**config.mk**
```make
export PLATFORM = sky130hd
export DESIGN_NAME = load_store_unit
export DESIGN_NICKNAME = d
export VERILOG_FILES = /design/src/rtl/load_store_unit.sv
export SDC_FILE = /design/constraint.sdc
export NUM_CORES = 1
export LEC_CHECK = 0
export CORE_UTILIZATION = 33
export DETAILED_ROUTE_END_ITERATION = 10
export HOLD_SLACK_MARGIN = 0.05
export PLACE_DENSITY_LB_ADDON = 0.08
export SYNTH_ARGS = -nofsm -noshare
export SYNTH_HDL_FRONTEND = slang
export SYNTH_SLANG_ARGS = --single-unit
```
**constraint.sdc**
```tcl
create_clock -name CLK -period 2.85 [get_ports CLK]
set_input_delay 0.57 -clock CLK [delete_from_list [all_inputs] [get_ports CLK]]
set_output_delay 0.57 -clock CLK [all_outputs]
set_load 0.005 [all_outputs]
```
**src/rtl/load_store_unit.sv**
```systemverilog
// load_store_unit: RV32I loads/stores onto a word-only memory, with sub-word read-modify-write.
// Define LSU_SUBWORD_EN for byte/halfword support; otherwise only LW/SW are legal.
module load_store_unit #(
  parameter int unsigned MEM_WORDS = 11
) (
  input  logic        CLK,
  input  logic        RST_N,
  input  logic        REQ_VALID,
  output logic        REQ_READY,
  input  logic        REQ_WRITE,
  input  logic [2:0]  REQ_FUNCT3,
  input  logic [31:0] REQ_ADDR,
  input  logic [31:0] REQ_WDATA,
  output logic        RSP_VALID,
  input  logic        RSP_READY,
  output logic [31:0] RSP_RDATA,
  output logic        RSP_ERR,
  output logic        MEM_WE,
  output logic [31:0] MEM_A,
  output logic [31:0] MEM_WD,
  input  logic [31:0] MEM_RD
);
  typedef enum logic [1:0] {IDLE, RESP `ifdef LSU_SUBWORD_EN , RMW_WR `endif} state_t;
  state_t state_q, state_d;
  logic [31:0] rdata_q, rdata_d;
  logic err_q, err_d;
`ifdef LSU_SUBWORD_EN
  logic [31:0] old_q, old_d, mask;
  logic [29:0] waddr_q, waddr_d;
  logic [15:0] wdata_q, wdata_d;
  logic [1:0] off_q, off_d;
  logic half_q, half_d;
`endif
  logic [2:0] f3;
  logic illegal, misal, oor, err;
  logic [31:0] sh, ld;
  assign f3 = REQ_FUNCT3;
  assign RSP_RDATA = rdata_q;
  assign RSP_ERR = err_q;
  always_comb begin
`ifdef LSU_SUBWORD_EN
    illegal = REQ_WRITE ? (f3 > 3'b010) : (f3 == 3'b011 || f3[2:1] == 2'b11);
`else
    illegal = f3 != 3'b010;
`endif
    misal = (f3[1:0] == 2'b10 && REQ_ADDR[1:0] != 2'b00) || (f3[1:0] == 2'b01 && REQ_ADDR[0]);
    oor = {2'b00, REQ_ADDR[31:2]} >= MEM_WORDS;
    err = illegal || misal || oor;
    sh = MEM_RD >> {REQ_ADDR[1:0], 3'b000};
    ld = f3 == 3'b000 ? {{24{sh[7]}}, sh[7:0]} :
         f3 == 3'b001 ? {{16{sh[15]}}, sh[15:0]} :
         f3 == 3'b100 ? {24'b0, sh[7:0]} :
         f3 == 3'b101 ? {16'b0, sh[15:0]} : sh;
  end
  always_comb begin
    state_d = state_q;
    rdata_d = rdata_q;
    err_d = err_q;
    REQ_READY = 1'b0;
    RSP_VALID = 1'b0;
    MEM_WE = 1'b0;
    MEM_A = '0;
    MEM_WD = '0;
`ifdef LSU_SUBWORD_EN
    old_d = old_q;
    waddr_d = waddr_q;
    wdata_d = wdata_q;
    off_d = off_q;
    half_d = half_q;
    mask = (half_q ? 32'h0000_FFFF : 32'h0000_00FF) << {off_q, 3'b000};
`endif
    if (state_q == IDLE) begin
      REQ_READY = 1'b1;
      MEM_A = {REQ_ADDR[31:2], 2'b00};
      if (REQ_VALID) begin
        state_d = RESP;
        err_d = err;
        rdata_d = (err || REQ_WRITE) ? '0 : ld;
        if (!err && REQ_WRITE) begin
`ifdef LSU_SUBWORD_EN
          if (f3[1:0] != 2'b10) begin
            state_d = RMW_WR;
            old_d = MEM_RD;
            waddr_d = REQ_ADDR[31:2];
            wdata_d = REQ_WDATA[15:0];
            off_d = REQ_ADDR[1:0];
            half_d = f3[0];
          end else
`endif
          begin
            MEM_WE = 1'b1;
            MEM_WD = REQ_WDATA;
          end
        end
      end
    end
`ifdef LSU_SUBWORD_EN
    else if (state_q == RMW_WR) begin
      MEM_A = {waddr_q, 2'b00};
      MEM_WE = 1'b1;
      MEM_WD = (old_q & ~mask) | (({16'b0, wdata_q} << {off_q, 3'b000}) & mask);
      state_d = RESP;
    end
`endif
    else begin
      RSP_VALID = 1'b1;
      if (RSP_READY) state_d = IDLE;
    end
    // memory outputs sit at zero while reset is held, whatever the request pins show
    if (!RST_N) begin
      MEM_WE = 1'b0;
      MEM_A = '0;
      MEM_WD = '0;
    end
  end
  always_ff @(posedge CLK or negedge RST_N) begin
    if (!RST_N) begin
      state_q <= IDLE;
      rdata_q <= '0;
      err_q <= 1'b0;
`ifdef LSU_SUBWORD_EN
      old_q <= '0;
      waddr_q <= '0;
      wdata_q <= '0;
      off_q <= '0;
      half_q <= 1'b0;
`endif
    end else begin
      state_q <= state_d;
      rdata_q <= rdata_d;
      err_q <= err_d;
`ifdef LSU_SUBWORD_EN
      old_q <= old_d;
      waddr_q <= waddr_d;
      wdata_q <= wdata_d;
      off_q <= off_d;
      half_q <= half_d;
`endif
    end
  end
endmodule

```
==> results.md <==
- Outcome: finished with violations
- Synth top area share: 0.3478
- Area Growth Syn to Fin: 102.1%
- WHS: 0.2891 ns
- CP dominant cell by count: buf_6
- Comb pwr share: 0.316
- H-tree levels: 2
- Tmin final: 3.030 ns
- Clock latency at the later pin of the worst-skew pair: 0.29 ns
- Final slew viol count: 0
- Crit Path Category: in -> out
- Non-Filler Instances: about 570
- Hold-fix buffer count after cts: 0
- Final Hold Fails: 0
- Post-Syn Area: between 2000 and 2500 um2
- Post-layout util: 0.6852
- Power Total: 1.267 mW
- Power Internal: about 0.9 mW
- Worst-path clk slew: ~0.070 ns
- Sequential share of power: 0.384
- Seq/Total Area, Yosys: 0.3478
- Post-synth top flop: dfrtp_1
- Largest net degree at the start of global routing: 36
- Hold WC Path Type: in -> async
- Dpl cell area: roughly 4600 um2
- Worst setup EP type: primary output
- # placed instances: 548
- Worst setup margin: -0.1800 ns
- Power Dens Cells: around 260 nW/um2
- Clock tree from TritonCTS: yes
- YS warnings: 0
- TritonCTS buffer count: 5
- Slew headroom: 0.3016
- Crit share post-route: 1.063
- Share of post-route cells with drive strength above 1: 0.2564
- DP Wirelength: 7532 um
- DRT iter0 DRCs: between 90 and 100
- DRT Wirelength: slightly above 10000 um
- Cell area after layout: about 4900 um2
- Fmax achieved: about 330 MHz
- Total gr overflow: 0
- Psw: approximately 0.35 mW
- Nets: 571
- CTS Sinks: 34
- Unrepaired setup endpoints after global routing: true
- Switching part of the total power: 0.2784
- Worst-margin pin slew: around 1.0 ns
- Worst vdd ir: 0.2419 mV
- WP data arrival: between 2 and 2.5 ns
- Global-route wire length before repair: about 15000 um
- Crit-path cells: buf_6 > or4_4 > a211o_4 > nor4_4 > buf_4 > clkbuf_16 > buf_6 > buf_6 > and2_1 > buf_2
- Top cell type by total area after synthesis: dfrtp_1
- PortBufs: 201
- Max-Cap Viols: 0
- Crit-path max cell delay: between 0.5 and 0.6 ns
- Setup crit start kind: input port
- Clock buffer depth: 2
- Final Wtd Congestion: between 0.7 and 0.8
- DR DRC count: 0
- Via count: 2910
- Synth area leaders: dfrtp_1 35%, and2_1 16%, a22o_1 11%, mux2i_1 6.5%, a211o_1 2.9%
- Unique masters post-synth: 35
- DR pass1 iterations: 4
- Vias/cell: 5.123
- Final ANT Viol Nets: 0
- Initial antenna violation count: 1
- Setup_tns: -2.798 ns
- Core ar.: roughly 7200 um2
- Vias in the first global route: 2762
- Static leakage: around 2.2 nW
- Syn Area/Cell: between 9 and 10 um2
- Post-synth EDFFs: 0
- Die height: a little under 90 um
- Average wire per standard cell: roughly 18 um
- CP Data Required Time: roughly 2.3 ns
- Slowest-stage cell, CP: or4_4
- Dpl ws: -0.7277 ns
- Final Skew: 0.005542 ns
- Worst-path fanout max: 4
- Clock power frac: 0.300
- Endpoints failing setup: 28
- Async SR Flop Fraction: 1.000
- Die ar.: ~7800 um2
- Die W: roughly 88 um
- Row Count: 31
- Total GRT Usage: 0.2468
- Flops & latches, synth: 34
- Starting Density: 0.3391
- Clk root buf: clkbuf_8
- IO Count: just over 200
- Cells after synthesis: 255
- Failing checks: setup timing
-- registers in the layout, indices dropped and copies added (netlist names) --
register and cells:
RSP_RDATA 32, state_q 1, RSP_ERR 1
-- worst paths after layout --
path                                from      endpoint  slack (ns)  cells past startpoint
hold reg to reg             RSP_RDATA[0]  RSP_RDATA[0]        0.50                      1
setup reg to reg              state_q[0]  RSP_RDATA[4]        0.97                      6
max in group asynchronous          RST_N  RSP_RDATA[4]        2.23                      2
hold / removal                     RST_N  RSP_RDATA[1]        0.29                      2
setup / recovery           REQ_FUNCT3[0]    MEM_WD[14]       -0.18                     10
min in group CLK            RSP_RDATA[0]  RSP_RDATA[0]        0.50                      1
-- power groups by stage --
stage	combinational (mW)	clock [mW]	sequential [mW]
after floorplan	0.138	0	0.496
after global placement	0.401	0	0.496
after detailed placement	0.405	0	0.496
after CTS	0.398	0.389	0.486
after global routing	0.433	0.409	0.486
final	0.400	0.380	0.486
-- cell families (layout without fill, tap and decap cells) --
family | count (synthesis) | after routing | share of synthesized area
buf+inv | 27 | 239 | 0.06394
other cells | 1 | 3 | 0.001533
flops | 34 | 34 | 0.3478
simple gates | 101 | 101 | 0.2629
mux | 16 | 16 | 0.06547
compound gates | 76 | 76 | 0.2583
-- metal layers --
metal | part of all wire | track usage | vias to the layer above | wire length (um)
li1 | - | - | 1362 | -
met1 | 0.39 | 0.3030 | 1406 | 4063
met2 | 0.51 | 0.4299 | 121 | 5314
met3 | 0.066 | 0.05184 | 21 | 684
met4 | 0.026 | 0.08358 | 0 | 267
met5 | 0 | 0 | - | 0
-- area by class of cell --
class | instances | area, um2
diodes | 1 | 2.502
clock buffers | 6 | 82.58
clock inverters | 2 | 12.51
fillers | 613 | 2271
inverters | 2 | 7.507
multi-input cells | 195 | 1545
flip-flops and latches | 34 | 850.8
well taps | 99 | 123.9
repair buffers | 229 | 2318
-- cells in the final DEF, fill, tap and decap left out, drive strengths merged --
cell	Yosys	layout
clkdlybuf4s50	0	139
buf	12	62
and2	62	62
dfrtp	34	34
a22o	32	32
dlygate4sd2	0	19
mux2i	16	16
nor2b	10	10
nand2	9	9
a211o	9	9
clkbuf	13	9
o2bb2ai	8	8
a21oi	8	8
o21ai	8	8
a32o	8	8
nor4	8	8
clkdlybuf4s15	0	6
nand4	2	2
inv	2	2
nor2	2	2
nor3	2	2
conb	1	2
diode	0	1
nand2b	1	1
or4	1	1
nand4b	1	1
nor3b	1	1
nand3b	1	1
o211ai	1	1
o21ba	1	1
or2	1	1
o221ai	1	1
clkinv	0	1
clkinvlp	0	1
-- synthesized netlist by cell type, types with 2 or more instances --
cell and count:
and2_1 61, dfrtp_1 34, a22o_1 32, mux2i_1 16, clkbuf_1 13, nor2b_1 10
nand2_1 9, a211o_1 8, a21oi_1 8, o21ai_0 8, o2bb2ai_1 8, a32o_2 6
buf_6 6, nor4_1 6, a32o_1 2, buf_1 2, buf_2 2, buf_4 2
inv_1 2, nand4_1 2, nor2_1 2, nor3_1 2, nor4_4 2
-- critical path: cells and delay by family --
family / cells / cell delay, ns
AO/OA/AOI/OAI: 1 / 0.29
buffers and inverters: 6 / 0.72
AND/OR/NAND/NOR: 3 / 0.88
-- timing repair --
item	4_1_cts	5_1_grt
pin swaps	25	20
gates resized for setup	188	57
buffers inserted	7	3
setup endpoints to repair	33	33
cloned	3	1
Power figures use the tool's default switching activity.
